$ cat config.mk
export PLATFORM = sky130hd
export DESIGN_NAME = alu_arbiter
export DESIGN_NICKNAME = d
export VERILOG_FILES = /design/src/rtl/alu_pkg.sv /design/src/rtl/alu_arbiter_rr_select.sv /design/src/rtl/alu_arbiter.sv
export SDC_FILE = /design/constraint.sdc
export NUM_CORES = 1
export LEC_CHECK = 0
export ABC_AREA = 1
export BUFFER_PORTS_ARGS = -buffer_cell sky130_fd_sc_hd__buf_2
export CAP_MARGIN = 20
export CORE_AREA = 3 3 162 164
export CTS_CLUSTER_DIAMETER = 80
export DETAILED_ROUTE_END_ITERATION = 12
export DIE_AREA = 0 0 165 167
export GPL_TIMING_DRIVEN = 1
export PLACE_DENSITY = 0.62
export SYNTH_ARGS = -nofsm -noshare
export SYNTH_HDL_FRONTEND = slang
export SYNTH_SLANG_ARGS = --single-unit
$ cat constraint.sdc
create_clock -name Clk -period 1.9 [get_ports Clk]
set_input_delay 0.095 -clock Clk [delete_from_list [all_inputs] [get_ports Clk]]
set_output_delay 0.095 -clock Clk [all_outputs]
set_load 0.01 [all_outputs]
$ cat src/rtl/alu_pkg.sv
// Shared constants, state encoding and request payload for the ALU arbiter slice.
package alu_pkg;

  localparam int unsigned DATA_W = 32;
  localparam int unsigned RES_W  = 33;
  localparam int unsigned OP_W   = 3;

  localparam logic [OP_W-1:0] OP_AND = 3'd0;
  localparam logic [OP_W-1:0] OP_OR  = 3'd1;
  localparam logic [OP_W-1:0] OP_XOR = 3'd2;
  localparam logic [OP_W-1:0] OP_ADD = 3'd3;
  localparam logic [OP_W-1:0] OP_SUB = 3'd4;
  localparam logic [OP_W-1:0] OP_MAX = 3'd4;

  typedef enum logic [1:0] {
    IDLE = 2'd0,
    EXEC = 2'd1,
    RESP = 2'd2
  } state_t;

  typedef struct packed {
    logic [OP_W-1:0]   op;
    logic [DATA_W-1:0] a;
    logic [DATA_W-1:0] b;
  } alu_req_t;

  // Select codes above OP_MAX have no ALU meaning and are answered with an error.
  function automatic logic op_invalid(input logic [OP_W-1:0] op);
    return op > OP_MAX;
  endfunction

endpackage

$ cat src/rtl/alu_arbiter_rr_select.sv
// Combinational round-robin picker: first set request at or above ptr, wrapping.
module rr_select #(
  parameter int unsigned NREQ = 4,
  parameter int unsigned RRW  = 2
) (
  input  logic [NREQ-1:0] req,
  input  logic [RRW-1:0]  ptr,
  output logic [NREQ-1:0] gnt,
  output logic [RRW-1:0]  idx,
  output logic            any
);

  logic [RRW:0] pos;

  // Scan NREQ positions starting at ptr; pos carries one spare bit for the wrap.
  always_comb begin
    gnt = '0;
    idx = '0;
    any = 1'b0;
    pos = '0;
    for (int unsigned i = 0; i < NREQ; i++) begin
      pos = (RRW+1)'(ptr) + (RRW+1)'(i);
      if (pos >= (RRW+1)'(NREQ)) begin
        pos = pos - (RRW+1)'(NREQ);
      end
      if (!any && req[pos[RRW-1:0]]) begin
        any = 1'b1;
        idx = pos[RRW-1:0];
      end
    end
    if (any) begin
      gnt = NREQ'(1) << idx;
    end
  end

endmodule

$ cat src/rtl/alu_arbiter.sv
// Shares one external ALU between NREQ requesters: arbitrate, issue, return result.
module alu_arbiter
  import alu_pkg::*;
#(
  parameter int unsigned NREQ = 4,
  parameter int unsigned RRW  = 2
) (
  input  logic                     Clk,
  input  logic                     Rst,
  input  logic [NREQ-1:0]          ReqValid,
  input  logic [OP_W*NREQ-1:0]     ReqOp,
  input  logic [DATA_W*NREQ-1:0]   ReqA,
  input  logic [DATA_W*NREQ-1:0]   ReqB,
  output logic [NREQ-1:0]          ReqReady,
  output logic [NREQ-1:0]          RspValid,
  output logic [RES_W-1:0]         RspData,
  output logic                     RspErr,
  input  logic                     RspReady,
  output logic [DATA_W-1:0]        AluIn1,
  output logic [DATA_W-1:0]        AluIn2,
  output logic [OP_W-1:0]          AluSel,
  input  logic [RES_W-1:0]         AluOut,
  output logic                     Busy
);

  state_t          state;
  state_t          state_next;
  logic [RRW-1:0]  ptr;
  logic [RRW-1:0]  gnt_idx;
  logic            err_flag;

  logic [NREQ-1:0] sel_gnt;
  logic [RRW-1:0]  sel_idx;
  logic            sel_any;
  alu_req_t        sel_req;

  logic            accept;
  logic            capture;
  logic            release_rsp;

  rr_select #(
    .NREQ (NREQ),
    .RRW  (RRW)
  ) u_rr_select (
    .req (ReqValid),
    .ptr (ptr),
    .gnt (sel_gnt),
    .idx (sel_idx),
    .any (sel_any)
  );

  // Payload of the currently selected requester.
  always_comb begin
    sel_req = '{
      op: ReqOp[OP_W*32'(sel_idx) +: OP_W],
      a:  ReqA[DATA_W*32'(sel_idx) +: DATA_W],
      b:  ReqB[DATA_W*32'(sel_idx) +: DATA_W]
    };
  end

  // Next-state and handshake decode; the grant is suppressed while reset is high.
  always_comb begin
    state_next  = state;
    ReqReady    = '0;
    accept      = 1'b0;
    capture     = 1'b0;
    release_rsp = 1'b0;
    case (state)
      IDLE: begin
        if (!Rst && sel_any) begin
          ReqReady   = sel_gnt;
          accept     = 1'b1;
          state_next = EXEC;
        end
      end
      EXEC: begin
        capture    = 1'b1;
        state_next = RESP;
      end
      RESP: begin
        if (RspReady) begin
          release_rsp = 1'b1;
          state_next  = IDLE;
        end
      end
      default: state_next = IDLE;
    endcase
  end

  // State register.
  always_ff @(posedge Clk) begin
    if (Rst) begin
      state <= IDLE;
    end else begin
      state <= state_next;
    end
  end

  // Operand issue, result capture, response strobe and round-robin pointer.
  always_ff @(posedge Clk) begin
    if (Rst) begin
      ptr      <= '0;
      gnt_idx  <= '0;
      err_flag <= 1'b0;
      AluIn1   <= '0;
      AluIn2   <= '0;
      AluSel   <= '0;
      RspValid <= '0;
      RspData  <= '0;
      RspErr   <= 1'b0;
      Busy     <= 1'b0;
    end else begin
      if (accept) begin
        AluIn1   <= sel_req.a;
        AluIn2   <= sel_req.b;
        AluSel   <= sel_req.op;
        gnt_idx  <= sel_idx;
        err_flag <= op_invalid(sel_req.op);
        ptr      <= (sel_idx == RRW'(NREQ - 1)) ? '0 : sel_idx + RRW'(1);
      end
      if (capture) begin
        RspData  <= err_flag ? '0 : AluOut;
        RspErr   <= err_flag;
        RspValid <= NREQ'(1) << gnt_idx;
      end
      if (release_rsp) begin
        RspValid <= '0;
      end
      Busy <= (state_next != IDLE);
    end
  end

endmodule

==> impl_metrics.py <==
metrics = {
    "setup_path": {
        "crit_path_end_kind": "flop",
        "required_ps": 2250,
        "crit_family": "simple AND/OR/NAND/NOR gates",
        "path_max_fanout": 10,
        "start_kind": "flop",
        "crit_buf_inv": 4,
        "crit_top_cell": "nand2_2",
        "worstPathCellList": "buf_8 > nand2_2 > nand2_2 > nand2_2 > nand2_4 > nor2_4 > buf_6 > nand3_2 > nand2_4 > inv_4 > buf_4 > nor2_2 > o211ai_1 > nand2_1",
        "critical_path_class": "reg -> reg",
        "arrival_ps": 2720,
        "critPathMaxStageDelay_ps": 580,
        "critPathSlowestCell": "nor2_2",
    },
    "sta": {
        "setup_viol": 75,
        "relSlewSlack_pct": 49.8,
        "post-route-period-util_pct": 125,
        "hold_violations": 0,
        "rsz0062_at_grt": "yes",
        "tns_ps": -25640,
        "layout_min_cycle_time_ps": 2370,
        "worstMarginPinSlew_ps": 752,
        "postLayoutSetupSlackWorst_ps": -466,
        "finalMaxSlewViolations": 0,
        "fin_worst_skew_ps": 8.78,
        "fmax_mhz": 423,
    },
    "synthesis": {
        "synth_edf_count": 0,
        "ys_async_sr_fraction_pct": 0,
        "synth_area_leaders": "dfxtp_1 35%, nand2_1 25%, o211ai_1 8.3%",
        "synth_commonest_cells": "427 x nand2_1, 113 x dfxtp_1, 91 x inv_1",
        "yosysUniqueCellTypes": 29,
        "synth_nets": 1294,
        "syn_area_um2": 6390,
        "yosysMostFrequentCell": "nand2_1",
        "synth-main-ff-cell": "dfxtp_1",
        "synth_top_cell_by_area": "dfxtp_1",
        "synth_warnings": 0,
        "ys_ff_latch": 113,
        "syn_avg_cell_area_um2": 6.51,
        "synth_top_area_share_pct": 35.4,
        "synth_seq_area_share_pct": 35.4,
        "synthCells": 982,
    },
    "placed_design": {
        "place_inst": 1721,
        "hpwl_mm": 20.0,
        "port_buffers": 417,
        "gp_congestion": 0.889,
    },
    "global_route": {
        "antenna_found_initial": 3,
        "overflow": 0,
        "grt_pass1_vias": 9040,
        "grt_max_degree": 37,
        "grt_pass1_wl_mm": 48.0,
        "grt.total_usage_pct": 22.4,
    },
    "final_layout": {
        "drive_above_1_share_pct": 46.0,
        "nets": 1896,
        "finalNonFillerCells": 1930,
        "area_delta_synth_final_pct": 97.4,
        "fin_util_pct": 50.4,
        "fillers": 2331,
    },
    "power_and_ir_drop": {
        "power_leakage_uw": 0.00674,
        "max-vdd-ir-drop_mv": 0.963,
        "powerDensity_nw_per_um2": 1860,
    },
    "die": {
        "pin_count": 418,
        "die-width_um": 165,
        "floorplan.initialDensity_pct": 25.5,
        "core_area_um2": 25000,
        "dieArea_um2": 27600,
        "die_y_um": 167,
        "rows": 58,
    },
    "clocking": {
        "htree_levels": 4,
        "clkSinkCount": 113,
        "clk_latency_ps": 410,
        "clkTransAtPathRegs_ps": 60,
        "cts_tree": "done",
        "cts_buffer_depth": 2,
        "cts_made_buffers": 17,
        "cts_root_buf": "clkbuf_16",
    },
    "detailed_routing": {
        "drt_wl_total_mm": 32.6,
        "drc": 0,
        "drtIter0Drc": 524,
        "dr.pass1.iters": 5,
        "ant_nets": 0,
        "num_vias": 9081,
        "wl_per_cell_um": 16.9,
        "vias_per_cell": 4.71,
    },
    "outcome": {
        "status": "complete, but fails checks",
        "violations": "setup timing",
    },
    "worst_hold_path": {
        "hp-class": "in -> reg",
    },
    "job": {
        "maxCapViolations": 0,
    },
}
[registers in the layout (all words and copies together), names as in the netlist]
register,count
Busy,1
RspErr,1
AluIn2,32
RspValid,4
gnt_idx,2
AluSel,3
RspData,33
AluIn1,32
ptr,2
state,2
err_flag,1
[power by group]
group          internal, uW  switching (uW)
sequential             3120             410
combinational          8260            8320
clock                  2120            1300
total                 13500           10000
[final cells by class]
cell class / instances / area, um^2 / share of cell area [%]
diodes: 3 / 7.51 / 0.0595
clock buffers: 17 / 425 / 3.37
clock inverters: 15 / 198 / 1.57
inverters: 98 / 383 / 3.03
multi-input cells: 712 / 3960 / 31.4
flip-flops and latches: 113 / 2270 / 18.0
well taps: 330 / 413 / 3.27
repair buffers: 642 / 4970 / 39.4
[worst register-to-register path, stage by stage (launching register included)]
cell      delay [ps]
dfxtp_4          360
buf_8            150
nand2_2           60
nand2_2           70
nand2_2           90
nand2_4           60
nor2_4           170
buf_6            130
nand3_2           70
nand2_4          100
inv_4             60
buf_4            150
nor2_2           580
o211ai_1         180
nand2_1          100
[per-stage QoR]
step           hold slack, ps  setup slack [ps]  power [uW]  area [um^2]
5_1_grt                  22.6              -560       25000        12600
3_3_place_gp              329              -545       13400         9130
3_5_place_dp              338              -646       13500         9130
2_1_floorplan             243              23.3        9800         6420
6_report                 14.0              -466       23500        12600
4_1_cts                 0.554              -418       22900        12300
[timing repair]
| action | 4_1_cts | 5_1_grt |
|---|---|---|
| cloned | 23 | 5 |
| resized for setup | 178 | 77 |
| buffers inserted | 36 | 10 |
| pin swaps | 76 | 44 |
| endpoints found under the setup margin | 76 | 77 |
| hold endpoints to repair | 61 | 0 |
| hold buffers | 106 | 0 |
[cell usage in the layout (no fill, tap or decap), types with 3 or more instances in the layout]
cell and count:
buf_2 416, nand2_1 349, dfxtp_1 111, dlygate4sd3_1 106, inv_1 85, o211ai_1 71
nand2_2 64, a22oi_1 48, buf_4 41, nor2_1 40, buf_12 31, nand3_1 24
clkbuf_16 21, buf_6 20, nand2_4 17, or2_2 17, buf_16 14, a22oi_2 12
inv_2 8, o21ai_1 8, o21ai_2 8, buf_8 8, inv_6 7, nand3_2 7
nor2_4 6, nor2_2 6, or2_4 6, a21oi_1 6, nand4_1 4, or2_0 4
ha_4 4, diode_2 3, nand3_4 3, o21ai_0 3, bufinv_16 3, inv_8 3
[routing by layer]
metal	routed length, um	track usage, %
met5	0	0
met2	16200	38.1
met1	13100	27.2
met4	1280	9.63
met3	2070	4.48
[worst paths after layout]
path / end / cells past startpoint / slack, ps / from
max: AluIn2[5] / 14 / -470 / ptr[0]
min: AluIn2[25] / 5 / 10 / ReqB[121]
max reg2reg: AluIn2[5] / 14 / -470 / ptr[0]
min reg2reg: AluIn2[25] / 2 / 440 / AluIn2[25]
[logic make-up after synthesis]
family                     Yosys count  share of synthesized area, %
and+or+nand+nor                    546                          35.0
buffers and inverters              160                          11.2
AOI/OAI and AO/OA                  159                          17.6
DFF                                113                          35.4
adders and majority gates            4                         0.783
Power figures use the tool's default switching activity.
